--- config.mk ---
export PLATFORM = sky130hd
export DESIGN_NAME = tkip_sbox_arbiter_flat
export DESIGN_NICKNAME = d
export VERILOG_FILES = /design/src/rtl/tkip_sbox_arbiter_if.sv /design/src/rtl/tkip_sbox_arbiter.sv /design/src/flat_wrapper.sv
export SDC_FILE = /design/constraint.sdc
export NUM_CORES = 1
export LEC_CHECK = 0
export CAP_MARGIN = 40
export CORE_MARGIN = 8
export CORE_UTILIZATION = 37
export CTS_CLUSTER_SIZE = 16
export DETAILED_ROUTE_END_ITERATION = 8
export GPL_TIMING_DRIVEN = 0
export MAX_ROUTING_LAYER = met4
export PLACE_DENSITY = 0.81
export SYNTH_ARGS = -nofsm -noshare
export SYNTH_HDL_FRONTEND = slang
export SYNTH_SLANG_ARGS = --single-unit
--- constraint.sdc ---
create_clock -name bbClk -period 2.3 [get_ports bbClk]
set_input_delay 0.46 -clock bbClk [delete_from_list [all_inputs] [get_ports bbClk]]
set_output_delay 0.46 -clock bbClk [all_outputs]
set_load 0.02 [all_outputs]
--- src/rtl/tkip_sbox_arbiter_if.sv ---
// tkip_sbox_arbiter_if: requester, sBox table and response signals shared by the two TKIP key mixers and the arbiter.
interface tkip_sbox_arbiter_if;
  logic        arbMode;
  logic        sBoxFlush;
  logic        p1Req;
  logic        p2Req;
  logic [7:0]  p1AddrLo;
  logic [7:0]  p1AddrHi;
  logic [7:0]  p2AddrLo;
  logic [7:0]  p2AddrHi;
  logic        p1Gnt;
  logic        p2Gnt;
  logic [7:0]  sBoxAddressA;
  logic [7:0]  sBoxAddressB;
  logic [15:0] sBoxDataA;
  logic [15:0] sBoxDataB;
  logic        rspValidP1;
  logic        rspValidP2;
  logic [15:0] rspData;
  logic        busy;
  modport master (
    output arbMode, sBoxFlush, p1Req, p2Req, p1AddrLo, p1AddrHi, p2AddrLo, p2AddrHi,
    output sBoxDataA, sBoxDataB,
    input  p1Gnt, p2Gnt, sBoxAddressA, sBoxAddressB, rspValidP1, rspValidP2, rspData, busy
  );
  modport slave (
    input  arbMode, sBoxFlush, p1Req, p2Req, p1AddrLo, p1AddrHi, p2AddrLo, p2AddrHi,
    input  sBoxDataA, sBoxDataB,
    output p1Gnt, p2Gnt, sBoxAddressA, sBoxAddressB, rspValidP1, rspValidP2, rspData, busy
  );
endinterface

--- src/rtl/tkip_sbox_arbiter.sv ---
// tkip_sbox_arbiter: shares one sBox table pair between two key mixers with burst-limited round-robin or P2-priority arbitration.
module tkip_sbox_arbiter #(
  parameter int GRANT_MAX = 4
) (
  input logic bbClk,
  input logic hardRstBbClk,
  tkip_sbox_arbiter_if.slave bus
);
  typedef enum logic [1:0] {IDLE, OWN_P1, OWN_P2} state_t;
  localparam logic [3:0] GMAX = 4'(GRANT_MAX);
  state_t state;
  logic [3:0] grant_cnt;
  logic last_p2, s1_v, s1_p2, s2_v, s2_p2;
  logic [7:0] addr_a, addr_b;
  logic blk, own_req, oth_req, own_gnt, g1_raw, g2_raw, g1, g2;
  state_t next_own;
  always_comb begin
    blk = bus.sBoxFlush | hardRstBbClk;
    own_req = state == OWN_P1 ? bus.p1Req : bus.p2Req;
    oth_req = state == OWN_P1 ? bus.p2Req : bus.p1Req;
    own_gnt = own_req & ((grant_cnt < GMAX) | ~oth_req);
    g2_raw = bus.arbMode ? bus.p2Req :
             state == IDLE ? bus.p2Req & (~bus.p1Req | ~last_p2) :
             state == OWN_P2 ? own_gnt : bus.p2Req & ~own_gnt;
    // P1 takes whatever P2 does not, except when P1 owns the round-robin burst
    g1_raw = (state == OWN_P1 && !bus.arbMode) ? own_gnt : bus.p1Req & ~g2_raw;
    g1 = g1_raw & ~blk;
    g2 = g2_raw & ~blk;
    next_own = g2 ? OWN_P2 : OWN_P1;
  end
  always_ff @(posedge bbClk) begin
    if (hardRstBbClk) begin
      state <= IDLE;
      grant_cnt <= 4'd0;
      last_p2 <= 1'b1;
      s1_v <= 1'b0;
      s1_p2 <= 1'b0;
      s2_v <= 1'b0;
      s2_p2 <= 1'b0;
      addr_a <= 8'h00;
      addr_b <= 8'h00;
    end else begin
      s1_v <= g1 | g2;
      s1_p2 <= g2;
      s2_v <= s1_v & ~bus.sBoxFlush;
      s2_p2 <= s1_p2;
      if (g1 | g2) begin
        addr_a <= g2 ? bus.p2AddrLo : bus.p1AddrLo;
        addr_b <= g2 ? bus.p2AddrHi : bus.p1AddrHi;
        last_p2 <= g2;
        state <= next_own;
        grant_cnt <= state != next_own ? 4'd1 : grant_cnt == GMAX ? GMAX : grant_cnt + 4'd1;
      end else begin
        state <= IDLE;
        grant_cnt <= 4'd0;
      end
    end
  end
  // the flush/reset cycle also hides the lookup already sitting in stage 2
  assign bus.p1Gnt = g1;
  assign bus.p2Gnt = g2;
  assign bus.sBoxAddressA = addr_a;
  assign bus.sBoxAddressB = addr_b;
  assign bus.rspValidP1 = s2_v & ~s2_p2 & ~blk;
  assign bus.rspValidP2 = s2_v & s2_p2 & ~blk;
  assign bus.rspData = bus.sBoxDataA ^ bus.sBoxDataB;
  assign bus.busy = s1_v | s2_v | (state != IDLE);
endmodule

--- src/flat_wrapper.sv ---
// flat-port wrapper written by rule: the top's interface ports become plain ports
module tkip_sbox_arbiter_flat 
#(
  parameter int GRANT_MAX = 4
)
  (bbClk, hardRstBbClk, bus_arbMode, bus_sBoxFlush, bus_p1Req, bus_p2Req, bus_p1AddrLo, bus_p1AddrHi, bus_p2AddrLo, bus_p2AddrHi, bus_sBoxDataA, bus_sBoxDataB, bus_p1Gnt, bus_p2Gnt, bus_sBoxAddressA, bus_sBoxAddressB, bus_rspValidP1, bus_rspValidP2, bus_rspData, bus_busy);
  tkip_sbox_arbiter_if bus_i ();
  input logic bbClk;
  input logic hardRstBbClk;
  input wire logic [$bits(bus_i.arbMode)-1:0] bus_arbMode;
  input wire logic [$bits(bus_i.sBoxFlush)-1:0] bus_sBoxFlush;
  input wire logic [$bits(bus_i.p1Req)-1:0] bus_p1Req;
  input wire logic [$bits(bus_i.p2Req)-1:0] bus_p2Req;
  input wire logic [$bits(bus_i.p1AddrLo)-1:0] bus_p1AddrLo;
  input wire logic [$bits(bus_i.p1AddrHi)-1:0] bus_p1AddrHi;
  input wire logic [$bits(bus_i.p2AddrLo)-1:0] bus_p2AddrLo;
  input wire logic [$bits(bus_i.p2AddrHi)-1:0] bus_p2AddrHi;
  input wire logic [$bits(bus_i.sBoxDataA)-1:0] bus_sBoxDataA;
  input wire logic [$bits(bus_i.sBoxDataB)-1:0] bus_sBoxDataB;
  output wire logic [$bits(bus_i.p1Gnt)-1:0] bus_p1Gnt;
  output wire logic [$bits(bus_i.p2Gnt)-1:0] bus_p2Gnt;
  output wire logic [$bits(bus_i.sBoxAddressA)-1:0] bus_sBoxAddressA;
  output wire logic [$bits(bus_i.sBoxAddressB)-1:0] bus_sBoxAddressB;
  output wire logic [$bits(bus_i.rspValidP1)-1:0] bus_rspValidP1;
  output wire logic [$bits(bus_i.rspValidP2)-1:0] bus_rspValidP2;
  output wire logic [$bits(bus_i.rspData)-1:0] bus_rspData;
  output wire logic [$bits(bus_i.busy)-1:0] bus_busy;
  assign bus_i.arbMode = bus_arbMode;
  assign bus_i.sBoxFlush = bus_sBoxFlush;
  assign bus_i.p1Req = bus_p1Req;
  assign bus_i.p2Req = bus_p2Req;
  assign bus_i.p1AddrLo = bus_p1AddrLo;
  assign bus_i.p1AddrHi = bus_p1AddrHi;
  assign bus_i.p2AddrLo = bus_p2AddrLo;
  assign bus_i.p2AddrHi = bus_p2AddrHi;
  assign bus_i.sBoxDataA = bus_sBoxDataA;
  assign bus_i.sBoxDataB = bus_sBoxDataB;
  assign bus_p1Gnt = bus_i.p1Gnt;
  assign bus_p2Gnt = bus_i.p2Gnt;
  assign bus_sBoxAddressA = bus_i.sBoxAddressA;
  assign bus_sBoxAddressB = bus_i.sBoxAddressB;
  assign bus_rspValidP1 = bus_i.rspValidP1;
  assign bus_rspValidP2 = bus_i.rspValidP2;
  assign bus_rspData = bus_i.rspData;
  assign bus_busy = bus_i.busy;
  tkip_sbox_arbiter #(.GRANT_MAX(GRANT_MAX)) u_core (.bbClk(bbClk), .hardRstBbClk(hardRstBbClk), .bus(bus_i));
endmodule
Yosys cells after proc, flatten, opt, wreduce, memory -nomap -nowiden
Cells that the tools add are included.
{"block": "op_classes", "add_sub_neg": 1, "order_cmp": 1, "eq_ne": 4, "muxes": 11, "n_bitwise": 27, "reduce_logical": 7}
{"operator": "two-way mux 8 bit", "count": 2}
{"operator": "XOR 16 bit", "count": 1}
{"operator": "AND 1 bit", "count": 11}
{"operator": "inverter 1 bit", "count": 9}
{"operator": "two-way mux 1 bit", "count": 7}
{"operator": "bitwise OR 1 bit", "count": 6}
{"operator": "adder 4 x 1 -> 4 bit (second input constant)", "count": 1}
{"operator": "equality test 4 x 3 -> 1 bit (second input constant)", "count": 1}
{"operator": "< comparator 4 x 3 -> 1 bit (second input constant)", "count": 1}
{"operator": "OR reduction 4 bit", "count": 1}
{"operator": "two-way mux 3 bit", "count": 1}
{"operator": "OR reduction 3 bit", "count": 1}
{"operator": "equality test 2 x 1 -> 1 bit (second input constant)", "count": 1}
{"operator": "equality test 2 bit (second input constant)", "count": 1}
{"operator": "logical NOT 2 bit", "count": 1}
{"operator": "two-way mux 2 bit", "count": 1}
{"operator": "inequality test 2 bit", "count": 1}
{"operator": "nonzero test 2 bit", "count": 1}
{"operator": "OR reduction 2 bit", "count": 1}
{"operator": "logical AND 1 bit", "count": 1}
{"operator": "logical NOT 1 bit", "count": 1}
{"block": "totals", "reg_bits": 27, "in_bits": 70}

Depth between registers and ports, before layout
Gate-level depths: netlist of the first run.
{"block": "depth", "ltp_word": 17, "ltp_mapped": 7}

Least setup slack after synthesis of the first run
No wires, ideal clock.
{"block": "synth_timing", "kind": "in2out", "start": "input port hardRstBbClk", "end": "output port bus_p2Gnt", "arrival_time_ns": 1.636, "required_ns": 1.840, "path_slack_ns": 0.204, "cell_stages": 4, "n_path_buf": 2, "path_cell_list": "clkbuf_1 or2_2 clkbuf_1 nor3_1"}
{"block": "synth_via", "elab_chain_len": 3}
{"item": "start: declaration", "line_no": "flat_wrapper.sv:9", "text": "input logic hardRstBbClk;"}
{"item": "bitwise OR 1 bit", "line_no": "tkip_sbox_arbiter.sv:18", "text": "blk = bus.sBoxFlush | hardRstBbClk;"}
{"item": "inverter 1 bit", "line_no": "tkip_sbox_arbiter.sv:28", "text": "g2 = g2_raw & ~blk;"}
{"item": "AND 1 bit", "line_no": "tkip_sbox_arbiter.sv:28"}
{"item": "end: declaration", "line_no": "flat_wrapper.sv:21", "text": "output wire logic [$bits(bus_i.p2Gnt)-1:0] bus_p2Gnt;"}
No other way between the ends.

Final worst setup path of the first run
{"block": "layout_timing", "start": "register u_core.state[0]", "end": "output port bus_p1Gnt"}
{"block": "layout_via", "elab_chain_len": 14, "elab_cells_between_ends": 18, "classes_between": "eq/ne (2); mux (6); bitwise (8); reduce/logical (2)"}
{"item": "start: declaration", "line_no": "tkip_sbox_arbiter.sv:11", "text": "state_t state;"}
{"item": "start signal: assignment", "line_no": "tkip_sbox_arbiter.sv:51", "text": "state <= next_own;"}
{"item": "equality test 2 x 1 -> 1 bit", "line_no": "tkip_sbox_arbiter.sv:19, tkip_sbox_arbiter.sv:20, tkip_sbox_arbiter.sv:26"}
{"item": "two-way mux 1 bit", "line_no": "tkip_sbox_arbiter.sv:20", "text": "oth_req = state == OWN_P1 ? bus.p2Req : bus.p1Req;"}
{"item": "inverter 1 bit", "line_no": "tkip_sbox_arbiter.sv:21", "text": "own_gnt = own_req & ((grant_cnt < GMAX) | ~oth_req);"}
{"item": "bitwise OR 1 bit", "line_no": "tkip_sbox_arbiter.sv:21"}
{"item": "AND 1 bit", "line_no": "tkip_sbox_arbiter.sv:21"}
{"item": "inverter 1 bit", "line_no": "tkip_sbox_arbiter.sv:24", "text": "state == OWN_P2 ? own_gnt : bus.p2Req & ~own_gnt;"}
{"item": "AND 1 bit", "line_no": "tkip_sbox_arbiter.sv:24"}
{"item": "two-way mux 1 bit", "line_no": "tkip_sbox_arbiter.sv:24"}
{"item": "two-way mux 1 bit", "line_no": "tkip_sbox_arbiter.sv:23", "text": "state == IDLE ? bus.p2Req & (~bus.p1Req | ~last_p2) :"}
{"item": "two-way mux 1 bit", "line_no": "tkip_sbox_arbiter.sv:22", "text": "g2_raw = bus.arbMode ? bus.p2Req :"}
{"item": "inverter 1 bit", "line_no": "tkip_sbox_arbiter.sv:26", "text": "g1_raw = (state == OWN_P1 && !bus.arbMode) ? own_gnt : bus.p1Req & ~g2_raw;"}
{"item": "AND 1 bit", "line_no": "tkip_sbox_arbiter.sv:26"}
{"item": "two-way mux 1 bit *", "line_no": "tkip_sbox_arbiter.sv:26"}
{"item": "AND 1 bit *", "line_no": "tkip_sbox_arbiter.sv:27", "text": "g1 = g1_raw & ~blk;"}
{"item": "end: declaration", "line_no": "flat_wrapper.sv:20", "text": "output wire logic [$bits(bus_i.p1Gnt)-1:0] bus_p1Gnt;"}
Mark *: on every way between the ends. The rest lies on a longest branch, timed or not.

==> results of run 1 <==
## cells by family (layout without fill, tap and decap cells)
logic type                 count (synthesis)  in the layout  share of synthesized area [%]
AOI/OAI and AO/OA                         47             47                           28.0
buffers and inverters                     37            149                           11.3
DFF                                       27             27                           31.7
adders and majority gates                  2              2                           1.47
xor gates and xnor gates                  17             17                           8.74
muxes                                      2              2                           1.39
and+or+nand+nor                           43             43                           17.4
## routing by layer
metal | vias up | share of wire [%] | track usage [%]
met5 | - | 0 | -
met4 | 0 | 1.4 | 3.30
met3 | 9 | 6.6 | 4.00
met2 | 82 | 48 | 24.2
met1 | 841 | 44 | 18.8
li1 | 884 | - | -
## layout by cell type (no fill, tap or decap), drive strengths merged, types with 2 or more instances in the layout
| master | instances |
|---|---|
| nor3 | 5 |
| dlygate4sd2 | 3 |
| ha | 2 |
| mux2i | 2 |
| dfxtp | 27 |
| buf | 18 |
| nor2 | 2 |
| nor2b | 2 |
| a2111oi | 16 |
| o31a | 2 |
| inv | 21 |
| a211oi | 17 |
| o21ai | 2 |
| a21oi | 3 |
| dlymetal6s2s | 2 |
| clkdlybuf4s50 | 96 |
| nor3b | 2 |
| nand2b | 2 |
| xor2 | 16 |
| clkbuf | 8 |
| nand3b | 2 |
| nand4bb | 3 |
| o31ai | 2 |
| nor4 | 16 |
## metrics by stage
step	cells	TNS, ns	worst slack, ns	hold WS (ns)	util, %
floorplan	175	0	0.204	0.414	-
detailed placement	331	-4.03	-0.777	0.425	64.1
global route	339	-0.00134	-0.00134	0.459	67.3
CTS	338	0	0.00243	0.448	66.5
finish	339	0	0.0607	0.444	67.3
global placement	331	-3.06	-0.789	0.420	64.1
## final cells by class
class	count	area (sq um)	share of cell area (%)
Timing Repair Buffer	109	1080	36.5
Multi-Input combinational cell	111	1030	34.8
Sequential cell	27	542	18.4
Buffer	15	116	3.94
Inverter	21	78.8	2.67
Tap cell	52	65.1	2.21
Clock buffer	4	45.0	1.53
## power by group through the flow
stage	clock [mW]	combinational, mW	sequential, mW
floorplan	0	0.174	0.537
global placement	0	0.444	0.515
detailed placement	0	0.448	0.515
CTS	0.285	0.458	0.504
global route	0.302	0.485	0.508
finish	0.278	0.457	0.504
## flip-flops by register name, summed over array words and instances, names as in the netlist
name / cells
u_core.bus.sBoxAddressA: 8
u_core.bus.sBoxAddressB: 8
u_core.s1_v: 1
u_core.grant_cnt: 4
u_core.last_p2: 1
u_core.s2_v: 1
u_core.s1_p2: 1
u_core.state: 2
u_core.s2_p2: 1
## worst max-delay path by stage
stage	from	to	slack [ns]	depth (start not counted)
3_5_place_dp	hardRstBbClk	bus_p2Gnt	-0.78	6
2_1_floorplan	hardRstBbClk	bus_p2Gnt	0.20	4
6_report	u_core.state[0]	bus_p1Gnt	0.06	7
3_3_place_gp	hardRstBbClk	bus_p2Gnt	-0.79	6
5_1_grt	u_core.state[0]	bus_p2Gnt	-0.001	6
4_1_cts	u_core.state[0]	bus_busy	0.002	3
## worst max-delay path: stages (launching register included)
cell and delay (ns):
dfxtp_1 0.32, buf_4 0.16, nand4bb_4 0.24, o211a_1 0.23, buf_6 0.15, a21o_2 0.20, inv_1 0.07, buf_4 0.14
## what timing repair did
item                       4_1_cts  5_1_grt
setup endpoints to repair        4        3
setup buffers                    4        1
hold endpoints to repair         0        0
gates cloned                     0        0
pin swaps                        2        2
resized for setup               24        8
==> results.toml, run 1 <==
[placement]
io_buffer_count = 104
placed_cell_area_sq_um = 2810
gp_congestion = 0.792
hpwl_mm = 4.23

[floorplanning]
io_pins = 107
die_y_um = 83.9
start_util_pct = 38.9
die_x_um = 83.9
core_sq_um = 4380
num_rows = 24
die_area_sq_um = 7030

[grt]
grt_max_degree = 15
grt_overflow = 0
grt_pass1_vias = 1820
grt_first_pass_wirelength_mm = 8.87
grt_util_all_layers_pct = 15.2
antenna_found_initial = 0

[sta]
timing.fmax_mhz = 447
setup_viol = 0
slew_violations = 0
maxSlewHeadroom_pct = 52.1
fin_crit_ns = 2.24
fin_skew_ns = 0.00370
finalCritPeriodShare_pct = 97.4
worst_slew_pin_slew_ns = 0.718
hold_viol_final = 0

[detailed_routing]
vias = 1816
drc = 0
first_pass_iters = 4
wl_per_cell_um = 16.2
drt_iter0_markers = 91
via_per_inst = 5.36
final_antenna_net_count = 0
drt_wl_total_mm = 5.49

[pwr]
p_leak_nw = 1.06
swShare_pct = 29.6
p_total_mw = 1.24
vdd_ir_drop_max_mv = 0.209
pwr-share-seq_pct = 40.7
clockPowerShare_pct = 22.4
p_switching_uw = 367
p_int_uw = 872
p_comb_share_pct = 36.9
powerDensity_nw_per_um2 = 420

[layout]
drive_above_1_share_pct = 16.7
syn_to_final_growth_pct = 73.1
design_area_sq_um = 2950
antenna_cells = 0
nNetsFinal = 360
fill_cells = 363

[setup_path]
critPathKind = "flip-flop to primary output"
required_ns = 1.84
r2r-end = "u_core.bus.sBoxAddressA[1]"
arrival_ns = 1.78
r2r_slack_ns = 0.45
timing.rr.start = "u_core.state[0]"
r2r_cells = 7
startpoint_type = "flip-flop"
endpoint_kind = "primary output"
cp_max_fo = 10

[worst_hold_path]
hold_start = "u_core.s1_p2"
hold_path_end = "u_core.s2_p2"
hold_class = "flip-flop to flip-flop"
hold_depth = 1

[synthesis]
synth_top_flop_cell = "dfxtp_1"
synth-seq-cells = 27
ys_types = 45
synth_edf_count = 0
yosysTopAreaCellShare_pct = 31.7
yosys_warnings = 0
synth.cell_area_sq_um = 1700
synth-async-reset-ratio_pct = 0
yosys-top-cells-count = "dfxtp_1, inv_1, a211oi_1"
synth_cells = 175
synth_area_leader_cell = "dfxtp_1"
synth.yosys.seq_area_share_pct = 31.7
syn_avg_cell_area_sq_um = 9.74
synth.most_common_cell = "dfxtp_1"
ys_top_cells_by_area = "dfxtp_1, xor2_1, a2111oi_2, a211oi_1, nor4_1"
synth_nets = 247

[cts]
cts_max_level = 1
cts_tree = "done"
cts_num_sinks = 27
clk_path_buf_depth = 2
insertion_delay_ns = 0.27
root_buffer = "clkbuf_8"
numCtsBuffers = 3
clk_pin_slew_worst_paths_ns = 0.10
hold_buffers = 0

[run]
cap_violations = 0

[run_status]
outcome = "completed"
(Power assumes the default switching activity.)
==> run 2, diff against run 1 <==
--- a/config.mk
+++ b/config.mk
@@ -13,6 +13,7 @@
 export GPL_TIMING_DRIVEN = 0
 export MAX_ROUTING_LAYER = met4
 export PLACE_DENSITY = 0.81
+export SLEW_MARGIN = 20
 export SYNTH_ARGS = -nofsm -noshare
 export SYNTH_HDL_FRONTEND = slang
 export SYNTH_SLANG_ARGS = --single-unit
==> results of run 2 <==
No change in the layout: final DEF, timing and power equal those of run 1.
